<file path="config.mk">
export PLATFORM = sky130hd
export DESIGN_NAME = keypad_scanner
export DESIGN_NICKNAME = d
export VERILOG_FILES = /design/src/rtl/keypad_pkg.sv /design/src/rtl/keypad_row_sync.sv /design/src/rtl/keypad_scanner.sv
export SDC_FILE = /design/constraint.sdc
export NUM_CORES = 1
export LEC_CHECK = 0
export BUFFER_PORTS_ARGS = -buffer_cell sky130_fd_sc_hd__buf_2
export CELL_PAD_IN_SITES_DETAIL_PLACEMENT = 1
export CELL_PAD_IN_SITES_GLOBAL_PLACEMENT = 1
export CORE_ASPECT_RATIO = 0.75
export CORE_MARGIN = 5
export CORE_UTILIZATION = 30
export CTS_CLUSTER_DIAMETER = 200
export DETAILED_ROUTE_END_ITERATION = 8
export PLACE_DENSITY = 0.54
export RECOVER_POWER = 25
export SYNTH_ARGS = -nofsm -noshare
export SYNTH_HDL_FRONTEND = slang
export SYNTH_SLANG_ARGS = --single-unit
</file>
<file path="constraint.sdc">
create_clock -name CLK -period 2.8 [get_ports CLK]
set_input_delay 0.28 -clock CLK [delete_from_list [all_inputs] [get_ports CLK]]
set_output_delay 0.28 -clock CLK [all_outputs]
set_load 0.02 [all_outputs]
</file>
<file path="src/rtl/keypad_pkg.sv">
// rtl/keypad_pkg.sv - shared types and constants for the keypad scanner
package keypad_pkg;

    localparam int KEY_W = 4;
    localparam logic [3:0] ROWS_IDLE = 4'hF;
    localparam logic [3:0] COL_RESET = 4'b1110;

    typedef enum logic [2:0] {
        SCAN,
        DEB,
        EMIT,
        HOLD,
        REL
    } state_t;

    // Lowest-index active-low row; callers only use it when some row is low.
    function automatic logic [1:0] lowest_low(input logic [3:0] rows);
        logic [1:0] r;
        r = 2'd3;
        for (int i = 3; i >= 0; i--) begin
            if (!rows[i]) r = 2'(i);
        end
        return r;
    endfunction

endpackage

</file>
<file path="src/rtl/keypad_row_sync.sv">
// rtl/keypad_row_sync.sv - 2-flop synchronizer for the asynchronous row lines
module keypad_row_sync
    import keypad_pkg::*;
(
    input  logic       CLK,
    input  logic       RESET,
    input  logic [3:0] d,
    output logic [3:0] q
);

    logic [3:0] meta;

    always_ff @(posedge CLK) begin
        if (RESET) begin
            meta <= ROWS_IDLE;
            q    <= ROWS_IDLE;
        end else begin
            meta <= d;
            q    <= meta;
        end
    end

endmodule

</file>
<file path="src/rtl/keypad_scanner.sv">
// rtl/keypad_scanner.sv - 4x4 keypad scanner with debounce; KEYPAD_REPEAT_EN adds auto-repeat
module keypad_scanner
    import keypad_pkg::*;
#(
    parameter int SCAN_TICKS     = 50000,
    parameter int DEBOUNCE_TICKS = 1000000,
    parameter int REPEAT_TICKS   = 25000000
) (
    input  logic             CLK,
    input  logic             RESET,
    input  logic [3:0]       ROWS,
    output logic [3:0]       COLS,
    output logic [KEY_W-1:0] KEY,
    output logic             KEYVALID
);

    localparam logic [19:0] SCAN_LAST = 20'(SCAN_TICKS - 1);
    // DEB and REL run DEBOUNCE_TICKS+1 edges so the pulse lands DEBOUNCE_TICKS+1 after entry.
    localparam logic [19:0] DEB_LAST  = 20'(DEBOUNCE_TICKS);

    if (DEBOUNCE_TICKS >= (1 << 20) || SCAN_TICKS < 1 || REPEAT_TICKS < 2) begin : g_bad_params
        $error("keypad_scanner: parameter out of range");
    end

    state_t      state;
    logic [1:0]  col;
    logic [1:0]  row;
    logic [19:0] cnt;
    logic [3:0]  rs;

`ifdef KEYPAD_REPEAT_EN
    localparam int RPT_W = $clog2(REPEAT_TICKS);
    // HOLD is entered one edge after EMIT, hence the -2 to repeat every REPEAT_TICKS.
    localparam logic [RPT_W-1:0] RPT_LAST = RPT_W'(REPEAT_TICKS - 2);
    logic [RPT_W-1:0] rcnt;
`endif

    keypad_row_sync u_sync (
        .CLK   (CLK),
        .RESET (RESET),
        .d     (ROWS),
        .q     (rs)
    );

    always_ff @(posedge CLK) begin
        if (RESET) begin
            state    <= SCAN;
            col      <= 2'd0;
            row      <= 2'd0;
            cnt      <= '0;
            COLS     <= COL_RESET;
            KEY      <= '0;
            KEYVALID <= 1'b0;
`ifdef KEYPAD_REPEAT_EN
            rcnt     <= '0;
`endif
        end else begin
            KEYVALID <= 1'b0;
            case (state)
                SCAN: begin
                    if (cnt == SCAN_LAST) begin
                        cnt <= '0;
                        if (rs == ROWS_IDLE) begin
                            col  <= col + 2'd1;
                            COLS <= {COLS[2:0], COLS[3]};
                        end else begin
                            row   <= lowest_low(rs);
                            state <= DEB;
                        end
                    end else begin
                        cnt <= cnt + 20'd1;
                    end
                end
                DEB: begin
                    if (rs[row]) begin
                        cnt   <= '0;
                        state <= SCAN;
                    end else if (cnt == DEB_LAST) begin
                        cnt      <= '0;
                        KEY      <= {row, col};
                        KEYVALID <= 1'b1;
                        state    <= EMIT;
                    end else begin
                        cnt <= cnt + 20'd1;
                    end
                end
                EMIT: begin
                    state <= HOLD;
`ifdef KEYPAD_REPEAT_EN
                    rcnt  <= '0;
`endif
                end
                HOLD: begin
                    if (rs[row]) begin
                        cnt   <= '0;
                        state <= REL;
                    end
`ifdef KEYPAD_REPEAT_EN
                    else if (rcnt == RPT_LAST) begin
                        rcnt     <= '0;
                        KEYVALID <= 1'b1;
                        state    <= EMIT;
                    end else begin
                        rcnt <= rcnt + 1'b1;
                    end
`endif
                end
                REL: begin
                    if (!rs[row]) begin
                        state <= HOLD;
`ifdef KEYPAD_REPEAT_EN
                        rcnt  <= '0;
`endif
                    end else if (cnt == DEB_LAST) begin
                        cnt   <= '0;
                        col   <= col + 2'd1;
                        COLS  <= {COLS[2:0], COLS[3]};
                        state <= SCAN;
                    end else begin
                        cnt <= cnt + 20'd1;
                    end
                end
                default: state <= SCAN;
            endcase
        end
    end

endmodule

</file>
==> impl_results.md <==
- Status: complete, no violations
- Synthesized area: 0.00213 mm2
- WS Path Type: register to register
- Pin count of the biggest net entering global routing: 32
- Max rail drop VDD: 0.000218 V
- CTS tree: done
- WP data required: around 3.0 ns
- Post-synth EDFFs: 0
- Global-route wire length before repair: 9080 um
- # Post-CTS Setup Buffers: 0
- Area Overhead vs Synth: 12.0%
- Relative slew slack: between 10% and 20%
- CP Cell Sequence: ha_1 > nand4_1 > or4_1 > or2_0 > a2111oi_0 > a31oi_1 > a21oi_1
- Mapped Nets: approximately 270
- Crit path max fanout: 6
- Share of the synthesized area in the top cell type: between 40% and 50%
- Vias in the first global route: about 1700
- CP endpoint kind: register
- Cell taking the most area after synthesis: dfxtp_1
- Final nets: between 200 and 300
- Number of core rows: 26
- Endpoints failing setup: 0
- Die area: a little under 0.009 mm2
- Highest-delay cell along the critical path: or4_1
- Via count: 1859
- Warnings, synthesis: 0
- Violation count after the first detailed-route iteration: between 60 and 70
- Pleak: slightly below 0.9 nW
- WP data arrival: 2.58 ns
- Hold Vio Cnt, Final: 0
- Wire per inst: around 14 um
- Tmin final: between 2 and 2.5 ns
- Total CTS buffers: 5
- Max Freq: between 0.4 and 0.5 GHz
- Sink Count: 44
- # IOs: 15
- Unrepaired setup endpoints after global routing: false
- Final Skew: 0.00600 ns
- Library cells used by synthesis: 48
- # Max-Cap Violations: 0
- Initial antenna violation count: 0
- DP HPWL: between 3000 and 4000 um
- Synth Register Bits: 44
- RePlAce Congestion: 0.817
- Most numerous cell in the Yosys netlist: dfxtp_1
- Clk slew on worst S/H paths: roughly 0.09 ns
- Post-Synthesis Cells: between 200 and 300
- # diodes: 0
- Skew-Pair Late Insertion Delay: approximately 0.30 ns
- # resized after CTS: 0
- Syn Area/Cell: slightly above 8 um2
- Share of post-route cells with drive strength above 1: about an eighth
- Critical path launch point type: register
- IO buf count: 14
- Clock Tree Buf Depth: 2
- CP max stage delay: approximately 0.57 ns
- Commonest cells post-synth: 44 x dfxtp_1, 22 x nand3_1, 22 x nor2_1
- Worst min path class: input port to register
- Die Span X: between 100 and 150 um
- Drt pass-1 iters: 4
- Post-route clock period utilization: 84.6%
- Final wirelength: 5280 um
- Hold_buf cts: 0
- Post-DRT Antenna Nets: 0
- Async S/R FF share, synth: 0%
- Worst slew pin tran: 1.29 ns
- Total GRT Usage: 12.6%
- Setup TNS: 0 ns
- H-Tree Level Count: 2
- Core area: just under 0.007 mm2
- DRC: 0
- Sequential cell area fraction in the yosys report: between 40 and 50%
- Vias per inst: slightly above 5
- CTS root buf: clkbuf_8
- Filler instances: ~840
- Fin. max-slew vios: 0
- Die Span Y: ~83 um
- Pwr Total: between 1 and 1.5 mW
- Starting density of the core: a little under a third
- Area contributors post-synth: dfxtp_1 41%, nand3_1 5.2%, nor2_1 3.9%
- Gr ovfl total: 0
- Synth Flop Type: dfxtp_1
- Power Dens Cells: a little over 500 mW/mm2
## registers in the layout, indices dropped and copies added (netlist names)
signal       cells
u_sync.meta      4
KEYVALID         1
KEY              4
row              2
cnt             20
u_sync.q         4
state            3
COLS             4
col              2
## critical path, delay by kind of cell, from the launching register on
family | cells | cell delay, ns
and+or+nand+nor | 3 | 0.92
adders and majority gates | 1 | 0.27
DFF | 1 | 0.44
AOI/OAI and AO/OA | 3 | 0.65
## where the power goes
group,internal [mW],switching [mW]
Combinational,0.0212,0.0276
Sequential,0.636,0.0113
Clock,0.269,0.235
## per-stage QoR
stage	instances	area [um2]	utilization [%]	worst slack, ns	hold slack (ns)
after floorplan	257	2130	-	0.622	0.384
after global placement	358	2280	33.2	0.484	0.393
final	366	2390	34.8	0.433	0.158
after detailed placement	358	2280	33.2	0.483	0.401
after CTS	366	2390	34.9	0.449	0.148
after global routing	366	2390	34.8	0.171	0.138
## routing by layer
metal	vias to the layer above	track usage (%)	routed length (um)
li1	934	-	-
met1	899	20.2	3000
met2	22	16.4	2060
met3	4	3.10	184
met4	0	2.79	40
met5	-	0	0
## layout make-up
type / count / area (um2) / area share (%)
Inverter: 16 / 60.1 / 2.52
Timing Repair Buffer: 17 / 85.1 / 3.57
Clock inverter: 3 / 46.3 / 1.94
Clock buffer: 5 / 68.8 / 2.88
Tap cell: 98 / 123 / 5.14
Multi-Input combinational cell: 183 / 1120 / 47.0
Sequential cell: 44 / 881 / 36.9
## cell usage in the layout (no fill, tap or decap), types with 2 or more instances in the layout
master,count
nand2_1,16
o31ai_1,3
and3_1,2
buf_4,3
nand3b_1,2
dfxtp_1,44
o41ai_1,2
a31oi_1,4
nor4_1,5
inv_1,16
a21oi_1,16
nand3_1,22
nor3_1,6
clkbuf_1,6
o31a_1,2
ha_1,2
a21boi_0,2
o21ai_0,8
nand4_1,8
or3_1,10
mux2i_1,8
nor2_1,22
nor2b_1,2
or2_2,9
or4_1,2
o21ai_1,4
and2_1,4
o32a_1,2
a211o_1,3
buf_2,8
clkbuf_8,5
## worst paths after layout
check / start / end / slack [ns] / cells past startpoint
worst max-delay path: cnt[0]$_SDFFE_PP0P_ / cnt[18]$_SDFFE_PP0P_ / 0.43 / 7
worst min-delay path: ROWS[3] / u_sync.meta[3]$_SDFF_PP1_ / 0.16 / 2
worst max register to register: cnt[0]$_SDFFE_PP0P_ / cnt[18]$_SDFFE_PP0P_ / 0.43 / 7
worst min register to register: u_sync.meta[0]$_SDFF_PP1_ / u_sync.q[0]$_SDFF_PP1_ / 0.42 / 1
## cells by family (layout without fill, tap and decap cells)
logic type,Yosys count,after routing,synth area share [%]
compound gates,54,54,17.2
xor+xnor,1,1,0.411
fa+ha+maj,2,2,1.17
buf+inv,30,41,5.93
flops,44,44,41.4
mux,9,9,4.82
simple gates,117,117,29.1
No activity file was read; power rests on OpenSTA's default activity.
